[src/rtl/dmem_arbiter.sv]
// dmem_arbiter
//   Shares one single-port data RAM between two masters:
//     port 0 - CPU data port
//     port 1 - debug / loader master (UART loader, test DMA)
//   The grant is decided combinationally every cycle. The granted master drives the
//   RAM in the same cycle, and read data is registered into a one-cycle response.
//   In priority mode (RR_MODE=0) the CPU normally wins. An aging counter forces port 1
//   through once it has waited MAX_WAIT cycles. RR_MODE=1 alternates between the ports
//   whenever both request.
// Ports
//   CLK, RST                    clock (rising edge), synchronous active-high reset
//   mN_req/we/addr/wdata        master N request, write flag, word address, write data
//   mN_gnt                      master N access performed this cycle
//   mN_rvalid/rdata             read response, valid for one cycle after a read grant
//   mem_we/re/addr/wdata        RAM control, address and write data
//   mem_rdata                   RAM read data, valid in the same cycle as mem_re
//   starve_cnt                  number of cycles port 1 has been waiting (debug)
module dmem_arbiter #(
  parameter int ADDR_W   = 10,
  parameter int DATA_W   = 32,
  parameter int MAX_WAIT = 4,
  parameter int RR_MODE  = 0
) (
  input  logic              CLK,
  input  logic              RST,
  input  logic              m0_req,
  input  logic              m0_we,
  input  logic [ADDR_W-1:0] m0_addr,
  input  logic [DATA_W-1:0] m0_wdata,
  output logic              m0_gnt,
  output logic              m0_rvalid,
  output logic [DATA_W-1:0] m0_rdata,
  input  logic              m1_req,
  input  logic              m1_we,
  input  logic [ADDR_W-1:0] m1_addr,
  input  logic [DATA_W-1:0] m1_wdata,
  output logic              m1_gnt,
  output logic              m1_rvalid,
  output logic [DATA_W-1:0] m1_rdata,
  output logic              mem_we,
  output logic              mem_re,
  output logic [ADDR_W-1:0] mem_addr,
  output logic [DATA_W-1:0] mem_wdata,
  input  logic [DATA_W-1:0] mem_rdata,
  output logic [7:0]        starve_cnt
);

  localparam logic [7:0] MAX_WAIT_C = 8'(MAX_WAIT);

  // Per-port views of the request signals, so that the response path can be generated per port.
  logic [1:0]        req;
  logic [1:0]        we;
  logic [1:0]        gnt;
  logic [ADDR_W-1:0] addr  [2];
  logic [DATA_W-1:0] wdata [2];

  assign req      = {m1_req, m0_req};
  assign we       = {m1_we, m0_we};
  assign addr[0]  = m0_addr;
  assign addr[1]  = m1_addr;
  assign wdata[0] = m0_wdata;
  assign wdata[1] = m1_wdata;

  logic [7:0]        starve_cnt_reg;
  logic [7:0]        starve_cnt_next;
  logic              last_grant_reg;   // 0: port 0 was granted last, 1: port 1 was granted last
  logic [ADDR_W-1:0] addr_reg;         // last granted address, held on the RAM bus when idle
  logic [DATA_W-1:0] wdata_reg;
  logic              rvalid_reg [2];
  logic [DATA_W-1:0] rdata_reg  [2];

  logic any_gnt;
  logic sel;

  // Grant decision. Reset masks every grant, so a request in flight at reset is dropped.
  always_comb begin
    gnt = 2'b00;
    if (!RST) begin
      if (RR_MODE != 0) begin
        if (req == 2'b11) begin
          if (last_grant_reg) gnt = 2'b01;
          else                gnt = 2'b10;
        end else begin
          gnt = req;
        end
      end else begin
        if (req[1] && (starve_cnt_reg == MAX_WAIT_C)) gnt = 2'b10;
        else if (req[0])                              gnt = 2'b01;
        else if (req[1])                              gnt = 2'b10;
      end
    end
  end

  assign any_gnt = |gnt;
  assign sel     = gnt[1];

  assign mem_we    = any_gnt & we[sel];
  assign mem_re    = any_gnt & ~we[sel];
  assign mem_addr  = any_gnt ? addr[sel]  : addr_reg;
  assign mem_wdata = any_gnt ? wdata[sel] : wdata_reg;

  // Aging counter: counts consecutive cycles in which port 1 asks and is refused.
  always_comb begin
    starve_cnt_next = 8'd0;
    if (req[1] && !gnt[1]) begin
      if (starve_cnt_reg == MAX_WAIT_C) starve_cnt_next = starve_cnt_reg;
      else                              starve_cnt_next = starve_cnt_reg + 8'd1;
    end
  end

  always_ff @(posedge CLK) begin
    if (RST) begin
      starve_cnt_reg <= 8'd0;
      last_grant_reg <= 1'b1;
      addr_reg       <= '0;
      wdata_reg      <= '0;
    end else begin
      starve_cnt_reg <= starve_cnt_next;
      if (any_gnt) begin
        last_grant_reg <= sel;
        addr_reg       <= addr[sel];
        wdata_reg      <= wdata[sel];
      end
    end
  end

  // Read response per port: capture RAM data at the end of the grant cycle.
  generate
    for (genvar gi = 0; gi < 2; gi++) begin : g_resp
      always_ff @(posedge CLK) begin
        if (RST) begin
          rvalid_reg[gi] <= 1'b0;
          rdata_reg[gi]  <= '0;
        end else begin
          rvalid_reg[gi] <= gnt[gi] & ~we[gi];
          if (gnt[gi] && !we[gi]) rdata_reg[gi] <= mem_rdata;
        end
      end
    end
  endgenerate

  assign m0_gnt     = gnt[0];
  assign m1_gnt     = gnt[1];
  // A response that would land in a reset cycle is suppressed.
  assign m0_rvalid  = rvalid_reg[0] & ~RST;
  assign m1_rvalid  = rvalid_reg[1] & ~RST;
  assign m0_rdata   = rdata_reg[0];
  assign m1_rdata   = rdata_reg[1];
  assign starve_cnt = starve_cnt_reg;

endmodule

[config.mk]
export PLATFORM = sky130hd
export DESIGN_NAME = dmem_arbiter
export DESIGN_NICKNAME = d
export VERILOG_FILES = /design/src/rtl/dmem_arbiter.sv
export SDC_FILE = /design/constraint.sdc
export NUM_CORES = 1
export LEC_CHECK = 0
export CAP_MARGIN = 30
export CORE_ASPECT_RATIO = 0.9
export CORE_UTILIZATION = 46
export DETAILED_ROUTE_END_ITERATION = 8
export PLACE_DENSITY = 0.95
export SETUP_SLACK_MARGIN = 0.05
export SKIP_LAST_GASP = 1
export SLEW_MARGIN = 20
export SYNTH_ARGS = -nofsm -noshare
export SYNTH_HDL_FRONTEND = slang
export SYNTH_SLANG_ARGS = --single-unit
[constraint.sdc]
create_clock -name CLK -period 5 [get_ports CLK]
set_input_delay 0.5 -clock CLK [delete_from_list [all_inputs] [get_ports CLK]]
set_output_delay 0.5 -clock CLK [all_outputs]
set_load 0.005 [all_outputs]
==> run metrics, run 1 <==
area grow syn2layout=57.3%; Slew @ Worst Pin=751 ps; sequential share of the synthesized area=0.539; Setup crit end kind=output pin; DR vias/cell=5.88; critical path start-end classification=flop to output pin; DRT Pass-1 Iters=5; fin crit period=3600 ps; clk sink count=116; Finished Cell Area=8650 µm²; Worst EP required=4500 ps; CP max FO=30; Max Root-Sink Buffers=2; # IOs=242; vias in the first global route=5,109; grt ovf=0; final setup TNS=0 ps; hold crit path type=flop to flop; Crit-path slowest cell=clkdlybuf4s50_1; period utilization=0.719; Resized cells post-CTS=0; largest net degree at the start of global routing=46; setup bufs post-CTS=0; global-route wire length before repair=26.7 mm; Warnings, synthesis=0; Multi-input gate area=2370 µm²; Distinct cells, synth=38; die area=12,400 µm²; PortBufs=241; #FFs+latches synth=116; pins over their slew limit=0; setup violators final=0; Max VDD drop=0.354 mV; register area=2960 µm²; mapped cell area=5500 µm²; CTS clock-pin slew for the worst setup and hold paths=60 ps; post-synth top area share=0.349; Final GP Congestion=0.794; CTS root buffer=clkbuf_16; wire per inst=19.7 µm; hold_ws=506 ps; Filler cells=730; Avg Inst Size Synth=11.2 µm²; post-route ant nets=0; number of max-cap violations=0; total power per unit cell area=324 nW/µm²; Post-Layout Cell Count=892; # hold bufs at CTS=0; Die Wd=117 µm; share of layout cells above drive strength 1=0.102; Rel. slew slack=0.500; FMAX=278 MHz; nets@finish=845; syn nets=616; Post-synth EDFFs=64; Crit path max-delay family=compound AO/OA/AOI/OAI gates; Buf/Inv on CP=3; Post-synth top flop=edfxtp_1; TritonCTS buffer count=17; unrepaired setup endpoints after global routing=false; placed cell areas=8040 µm²; Clock Latency Late Sink=400 ps; Worst path max stage delay=510 ps; Synth area leaders=edfxtp_1, dfxtp_1, o22a_1, and2_1, o22ai_1; crit path cell chain=inv_1, ha_1, or4b_4, o21ai_4, buf_16, o22a_1, o221a_2, clkdlybuf4s50_1; DRC=0; P_leak=3.06 nW; Post-synth top cells=and2_1, edfxtp_1, o22a_1; Rows=37; CTS tree=built; H-tree levels=4; Worst setup SP type=flop; Core Util, Final=0.751; final WL=17.6 mm; initial antenna violation count=2; core area=11,500 µm²; cell taking the most area after synthesis=edfxtp_1; Die Y=106 µm; crit path DAT=3100 ps; total number of vias=5,243; max FFs per register=64; GRT Resource Usage Total=0.285; clk_skew=8.18 ps; Cells after Synth=492; placed insts=857; asr flop ratio synth=0; DRT iter0 DRCs=339; status=complete, no violations; Final Hold Violating Endpoints=0; HPWL after DPL=12.0 mm; Initial Util=0.477
[worst reg2reg max path: cells and delay by family, from the launching register on]
family	cells	cell delay, ps
AND/OR/NAND/NOR	4	1720
flip-flops	1	430
adder cells (fa/ha/maj)	1	210
buffers and inverters	1	70
[worst paths after layout]
| kind | startpoint | end | slack, ps | cells past startpoint |
|---|---|---|---|---|
| worst min-delay path | starve_cnt[0]$_SDFFE_PP0P_ | starve_cnt[0]$_SDFFE_PP0P_ | 510 | 1 |
| worst min register to register | starve_cnt[0]$_SDFFE_PP0P_ | starve_cnt[0]$_SDFFE_PP0P_ | 510 | 1 |
| worst max register to register | starve_cnt[0]$_SDFFE_PP0P_ | rdata_reg[0][2]$_SDFFCE_PN0P_ | 2190 | 6 |
| worst max-delay path | starve_cnt[0]$_SDFFE_PP0P_ | mem_wdata[30] | 1400 | 8 |
[final cells by class]
cell class / instances / share of cell area
well taps: 156 / 0.0226
inverters: 4 / 0.00174
clock inverters: 14 / 0.0179
diodes: 2 / 0.000578
clock buffers: 18 / 0.0496
multi-input cells: 330 / 0.274
repair buffers: 252 / 0.292
flip-flops and latches: 116 / 0.342
[cell usage in the layout, fill, tap and decap left out, drive strengths merged, types with 2 or more instances in the layout]
cell type      synthesis  routed
or2                    2       2
o221a                 18      18
nand2                  3       3
nor4b                  3       3
nand3                  7       7
o22a                  60      60
buf                   11      12
bufinv                 0       2
edfxtp                64      64
clkbuf                31      18
clkdlybuf4s50          0     240
inv                    3       7
and2                  64      64
and3                   2       2
dfxtp                 52      52
o22ai                 46      46
o2111a                18      18
a21oi                  3       3
o211ai                23      23
clkinv                 1       8
nor2                  58      58
xor2                   5       5
nor3                   2       2
nand2b                 2       2
nor2b                  3       3
diode                  0       2
ha                     2       2
[report_power, final]
part	switching, mW	total (mW)	internal (mW)
Clock	0.452	1.19	0.741
Sequential	0.0208	1.10	1.07
Combinational	0.202	0.513	0.311
[routing by layer]
layer	share of wire	track usage	vias up
li1	-	-	2390
met3	0.097	0.103	42
met4	0.032	0.136	0
met5	0	0	-
met2	0.49	0.475	282
met1	0.38	0.319	2529
[metrics by stage]
stage | power [mW] | setup WS (ps)
after global routing | 2.90 | 1240
after global placement | 1.60 | 1530
final | 2.80 | 1400
after CTS | 2.81 | 1410
after detailed placement | 1.62 | 1540
after floorplan | 1.30 | 2680
[kinds of logic (layout without fill, tap and decap cells)]
kind of cell | after synthesis | in the layout | synth area share
buf+inv | 46 | 288 | 0.0341
other cells | 0 | 2 | 0
compound gates | 172 | 172 | 0.264
simple gates | 150 | 150 | 0.149
xor+xnor | 6 | 6 | 0.00955
fa+ha+maj | 2 | 2 | 0.00455
flops | 116 | 116 | 0.539
(Power assumes the default switching activity.)
==> run 2, diff against run 1 <==
--- a/config.mk
+++ b/config.mk
@@ -7,9 +7,9 @@
 export LEC_CHECK = 0
 export CAP_MARGIN = 30
 export CORE_ASPECT_RATIO = 0.9
-export CORE_UTILIZATION = 46
+export CORE_UTILIZATION = 38
 export DETAILED_ROUTE_END_ITERATION = 8
-export PLACE_DENSITY = 0.95
+export PLACE_DENSITY = 0.88
 export SETUP_SLACK_MARGIN = 0.05
 export SKIP_LAST_GASP = 1
 export SLEW_MARGIN = 20
==> constraint.sdc (replaced) <==
create_clock -name CLK -period 3.2 [get_ports CLK]
set_input_delay 0.32 -clock CLK [delete_from_list [all_inputs] [get_ports CLK]]
set_output_delay 0.32 -clock CLK [all_outputs]
set_load 0.005 [all_outputs]
==> run metrics, run 2 (synthesized netlist as in run 1, its figures left out) <==
Rows=41 (was 37); fin crit period=3140 ps; Worst path max stage delay=500 ps (was 510 ps); CTS clock-pin slew for the worst setup and hold paths=60 ps (about the same); Crit path top cell by count=buf_6; core area=14,100 µm² (was 11,500 µm²); vias in the first global route=5,478 (was 5,109); GRT Resource Usage Total=0.241 (was 0.285); Clock Latency Late Sink=410 ps (was 400 ps); # IOs=242 (unchanged); largest net degree at the start of global routing=51 (was 46); Final GP Congestion=0.811 (was 0.794); most common cell after layout, fill and taps aside=clkdlybuf4s50_1 (unchanged); hold_ws=460 ps (was 506 ps); RR Startpoint=starve_cnt[0]$_SDFFE_PP0P_ (unchanged); HPWL after DPL=12.4 mm (was 12.0 mm); Slew @ Worst Pin=746 ps (was 751 ps); Setup crit end kind=output pin (unchanged); Final Hold Violating Endpoints=0 (unchanged); Max Root-Sink Buffers=2 (unchanged); CTS root buffer=clkbuf_16 (unchanged); r2r worst-path depth=7 (was 6); Worst setup SP type=flop (unchanged); max FFs per register=64 (unchanged); PortBufs=241 (unchanged); FMAX=319 MHz; Die Y=116 µm (was 106 µm); # hold bufs at CTS=0 (unchanged); clk sink count=116 (unchanged); area grow syn2layout=59.8% (was 57.3%); worst setup margin=61.1 ps (was 1400 ps); r2r endpoint=rdata_reg[0][25]$_SDFFCE_PN0P_ (was rdata_reg[0][2]$_SDFFCE_PN0P_); TritonCTS buffer count=17 (unchanged); initial antenna violation count=0 (was 2); Rel. slew slack=0.503 (was 0.500); Filler cells=1,078 (was 730); Worst EP required=2880 ps (was 4500 ps); critical hold path startpoint=starve_cnt[0]$_SDFFE_PP0P_ (unchanged); Post-Layout Cell Count=939 (was 892); final WL=18.0 mm (was 17.6 mm); DRT iter0 DRCs=317 (was 339); grt ovf=0 (unchanged); status=complete, no violations (unchanged); crit path DAT=2820 ps (was 3100 ps); H-tree levels=4 (unchanged); setup slack at placement=356 ps (was 1540 ps); R2R Setup Slk=720 ps (was 2190 ps); number of max-cap violations=0 (unchanged); P_leak=3.20 nW (was 3.06 nW); critical path start-end classification=flop to output pin (unchanged); clk_skew=6.03 ps (was 8.18 ps); unrepaired setup endpoints after global routing=true (was false); DRC=0 (unchanged); setup violators final=0 (unchanged); post-route ant nets=0 (unchanged); DR vias/cell=5.69 (was 5.88); CTS tree=built (unchanged); hold depth=1 (unchanged); die area=15,000 µm² (was 12,400 µm²); register area=2970 µm² (was 2960 µm²); DRT Pass-1 Iters=5 (unchanged); placed cell areas=8150 µm² (was 8040 µm²); Finished Cell Area=8790 µm² (was 8650 µm²); hold crit path type=flop to flop (unchanged); Antenna diodes=0 (was 2); wire per inst=19.2 µm (was 19.7 µm); total number of vias=5,344 (was 5,243); CP max FO=7 (was 30); Max VDD drop=0.350 mV (was 0.354 mV); Multi-input gate area=2360 µm² (was 2370 µm²); Die Wd=129 µm (was 117 µm); Crit-path slowest cell=clkdlybuf4s50_1 (unchanged); placed insts=902 (was 857); crit path cell chain=inv_1, ha_1, or4b_4, o21ai_4, buf_6, buf_6, o22a_1, o221a_2, clkdlybuf4s50_1 (was inv_1, ha_1, or4b_4, o21ai_4, buf_16, o22a_1, o221a_2, clkdlybuf4s50_1); most frequent cells in the layout=clkdlybuf4s50_1, and2_1, edfxtp_1 (unchanged); nets@finish=857 (was 845); pins over their slew limit=0 (unchanged); hold worst-path end=starve_cnt[0]$_SDFFE_PP0P_ (unchanged); Initial Util=0.391 (was 0.477); total power per unit cell area=490 nW/µm² (was 324 nW/µm²); period utilization=0.981; share of layout cells above drive strength 1=0.121 (was 0.102); global-route wire length before repair=27.5 mm (was 26.7 mm)
==> run 2: cell types whose count changed in the layout (fill, tap and decap cells not counted), moves of 2 or more <==
cell | previous run | this run
buf_4 | 9 | 18
clkdlybuf4s50_1 | 240 | 232
dlymetal6s2s_1 | 0 | 7
buf_6 | 0 | 2
clkinvlp_4 | 1 | 3
dfxtp_1 | 52 | 50
diode_2 | 2 | 0
==> run 2: area by class of cell <==
| class | instances | area share |
|---|---|---|
| clock buffers | 17 | 0.0484 |
| clock inverters | 15 | 0.0152 |
| inverters | 4 | 0.00171 |
| multi-input cells | 330 | 0.268 |
| flip-flops and latches | 116 | 0.338 |
| well taps | 193 | 0.0275 |
| repair buffers | 264 | 0.301 |
==> run 2: how the worst max path moves through the flow <==
stage | from | depth (start not counted) | to | slack (ps)
2_1_floorplan | starve_cnt[0]$_SDFFE_PP0P_ | 6 | rdata_reg[1][0]$_SDFFCE_PN0P_ | 940
3_3_place_gp | m0_req | 7 | mem_addr[9] | 410
3_5_place_dp | m1_req | 6 | rdata_reg[0][8]$_SDFFCE_PN0P_ | 360
4_1_cts | starve_cnt[0]$_SDFFE_PP0P_ | 8 | mem_wdata[9] | 20
5_1_grt | starve_cnt[0]$_SDFFE_PP0P_ | 9 | mem_wdata[5] | -30
6_report | starve_cnt[0]$_SDFFE_PP0P_ | 9 | mem_wdata[9] | 60
==> run 2: worst max-delay path, delay by kind of cell, from the launching register on <==
kind | cells | cell delay [ps]
AO/OA/AOI/OAI | 3 | 600
adder cells (fa/ha/maj) | 1 | 150
buffers and inverters | 4 | 810
flip-flops | 1 | 360
AND/OR/NAND/NOR | 1 | 490
==> run 2: repair_timing <==
item	in CTS	in global routing
resized for setup	1	14
gates cloned	1	1
pin swaps	1	9
endpoints found under the setup margin	11	39
buffers inserted	0	3
==> run 2: power by group <==
| part | switching (mW) | internal [mW] | total, mW |
|---|---|---|---|
| registers | 0.0340 | 1.68 | 1.71 |
| logic | 0.318 | 0.491 | 0.809 |
| clock network | 0.717 | 1.07 | 1.79 |
| total | 1.07 | 3.24 | 4.31 |
==> run 2: through the flow <==
step	util	TNS, ps	power [mW]
2_1_floorplan	-	0	2.03
3_3_place_gp	0.580	0	2.51
3_5_place_dp	0.580	0	2.54
4_1_cts	0.622	0	4.33
5_1_grt	0.626	-175	4.46
6_report	0.626	0	4.31
==> run 2: per-layer routing <==
metal | routed length [µm] | part of all wire | track usage
met1 | 6890 | 0.38 | 0.254
met4 | 300 | 0.017 | 0.105
met3 | 1690 | 0.094 | 0.0806
met5 | 0 | 0 | 0
met2 | 9150 | 0.51 | 0.442
==> run 3, diff against run 2 <==
--- a/config.mk
+++ b/config.mk
@@ -6,10 +6,13 @@
 export NUM_CORES = 1
 export LEC_CHECK = 0
 export CAP_MARGIN = 30
+export CELL_PAD_IN_SITES_DETAIL_PLACEMENT = 1
+export CELL_PAD_IN_SITES_GLOBAL_PLACEMENT = 2
 export CORE_ASPECT_RATIO = 0.9
-export CORE_UTILIZATION = 38
+export CORE_UTILIZATION = 34
 export DETAILED_ROUTE_END_ITERATION = 8
-export PLACE_DENSITY = 0.88
+export DONT_BUFFER_PORTS = 1
+export PLACE_DENSITY = 0.86
 export SETUP_SLACK_MARGIN = 0.05
 export SKIP_LAST_GASP = 1
 export SLEW_MARGIN = 20
==> run metrics, run 3 (synthesized netlist as in run 1, its figures left out) <==
grt ovf=0 (unchanged); clk_skew=6.59 ps (was 6.03 ps); vias in the first global route=4,578 (was 5,478); CP Capture Point=mem_wdata[31] (was mem_wdata[9]); RR Startpoint=starve_cnt[0]$_SDFFE_PP0P_ (unchanged); GRT Resource Usage Total=0.207 (was 0.241); clk sink count=116 (unchanged); total number of vias=4,270 (was 5,344); Rel. slew slack=0.396 (was 0.503); CP max FO=42 (was 7); Clock Latency Late Sink=410 ps (about the same); placed insts=664 (was 902); Worst EP required=2880 ps (about the same); total power=4.05 mW (was 4.31 mW); Initial Util=0.353 (was 0.391); H-tree levels=4 (unchanged); DR vias/cell=6.11 (was 5.69); share of layout cells above drive strength 1=0.159 (was 0.121); Post-Layout Cell Count=699 (was 939); DRT iter0 DRCs=162 (was 317); r2r endpoint=rdata_reg[1][27]$_SDFFCE_PN0P_ (was rdata_reg[0][25]$_SDFFCE_PN0P_); Crit-path slowest cell=or4b_4 (was clkdlybuf4s50_1); global-route wire length before repair=26.2 mm (was 27.5 mm); Final Hold Violating Endpoints=0 (unchanged); Max Root-Sink Buffers=2 (unchanged); Filler cells=1,660 (was 1,078); final setup TNS=0 ps (unchanged); CTS root buffer=clkbuf_16 (unchanged); critical hold path startpoint=RST (was starve_cnt[0]$_SDFFE_PP0P_); HPWL after DPL=11.6 mm (was 12.4 mm); final WL=17.3 mm (was 18.0 mm); setup violators final=0 (unchanged); TritonCTS buffer count=17 (unchanged); P_leak=2.16 nW (was 3.20 nW); Die Wd=136 µm (was 129 µm); max FFs per register=64 (unchanged); core area=15,600 µm² (was 14,100 µm²); hold crit path type=input port to flop (was flop to flop); unrepaired setup endpoints after global routing=false (was true); largest net degree at the start of global routing=53 (was 51); DRT Pass-1 Iters=4 (was 5); wire per inst=24.7 µm (was 19.2 µm); most frequent cells in the layout=and2_1, edfxtp_1, o22a_1 (was clkdlybuf4s50_1, and2_1, edfxtp_1); crit path DAT=2670 ps (was 2820 ps); critical path start-end classification=flop to output pin (unchanged); fin crit period=2990 ps (was 3140 ps); FMAX=335 MHz (was 319 MHz); Final GP Congestion=0.763 (was 0.811); # IOs=242 (unchanged); Antenna diodes=0 (unchanged); total power per unit cell area=639 nW/µm² (was 490 nW/µm²); pins over their slew limit=0 (unchanged); Max VDD drop=0.502 mV (was 0.350 mV); Core Util, Final=0.407 (was 0.626); Rows=43 (was 41); Die Y=123 µm (was 116 µm); nets@finish=608 (was 857); Worst path max stage delay=480 ps (was 500 ps); CP startpoint=starve_cnt[0]$_SDFFE_PP0P_ (unchanged); period utilization=0.933 (was 0.981); CTS tree=built (unchanged); setup bufs post-CTS=0 (unchanged); number of max-cap violations=0 (unchanged); initial antenna violation count=0 (unchanged); R2R Setup Slk=670 ps (was 720 ps); status=complete, no violations (unchanged); CTS clock-pin slew for the worst setup and hold paths=60 ps (about the same); PortBufs=0 (was 241); DRC=0 (unchanged); crit path cell chain=inv_1, ha_1, or4b_4, o21ai_4, buf_4, o22ai_1, nor3_1 (was inv_1, ha_1, or4b_4, o21ai_4, buf_6, buf_6, o22a_1, o221a_2, clkdlybuf4s50_1); r2r worst-path depth=8 (was 7); Setup crit end kind=output pin (unchanged); area grow syn2layout=15.4% (was 59.8%); post-route ant nets=0 (unchanged); Worst setup SP type=flop (unchanged); die area=16,700 µm² (was 15,000 µm²); Slew @ Worst Pin=905 ps (was 746 ps)
==> run 3: where the power goes <==
part	switching [mW]	total, mW	internal, mW	leakage [nW]
clock	0.780	1.96	1.18	0.295
sequential	0.0527	1.73	1.68	1.06
combinational	0.201	0.357	0.156	0.804
==> run 3: what timing repair did <==
item                                    CTS  global route
hold buffers                              2             0
endpoints found under the hold margin     3             0
resized for setup                         0             1
endpoints found under the setup margin    0             4
==> run 3: worst min-delay path by stage <==
stage / to / cells after the start
2_1_floorplan: starve_cnt[0]$_SDFFE_PP0P_ / 1
3_3_place_gp: wdata_reg[31]$_SDFF_PP0_ / 1
3_5_place_dp: wdata_reg[31]$_SDFF_PP0_ / 1
4_1_cts: rvalid_reg[1]$_SDFF_PP0_ / 1
5_1_grt: rvalid_reg[1]$_SDFF_PP0_ / 1
6_report: rvalid_reg[1]$_SDFF_PP0_ / 1
==> run 3: final cells by class <==
cell class                      instances  area, µm²  share of cell area
Clock buffer                           17        425              0.0670
Clock inverter                         15        178              0.0280
Inverter                                4       15.0             0.00237
Multi-Input combinational cell        330       2380               0.375
Sequential cell                       116       2960               0.467
Tap cell                              202        253              0.0398
Timing Repair Buffer                   15        130              0.0205
==> run 3: metal layers <==
layer  global-route usage  vias to the layer above  routed length [µm]
met5                    0                        -                   0
met1                0.225                     2153                6500
li1                     -                     1906                   -
met3               0.0851                       27                1710
met4               0.0785                        0                 342
met2                0.359                      184                8710
==> run 3: per-stage QoR <==
step / cell area (µm²) / setup slack (ps) / hold WS (ps)
6_report: 6350 / 215 / 53.1
4_1_cts: 6320 / 188 / 20.4
3_3_place_gp: 5700 / 696 / 418
5_1_grt: 6350 / 60.6 / 26.6
2_1_floorplan: 5500 / 936 / 474
3_5_place_dp: 5700 / 609 / 418
==> run 3: worst max-delay path, delay by kind of cell, from the launching register on <==
kind | cells | cell delay [ps]
buffers and inverters | 2 | 530
and+or+nand+nor | 2 | 790
DFF | 1 | 380
AOI/OAI and AO/OA | 2 | 370
adders and majority gates | 1 | 150
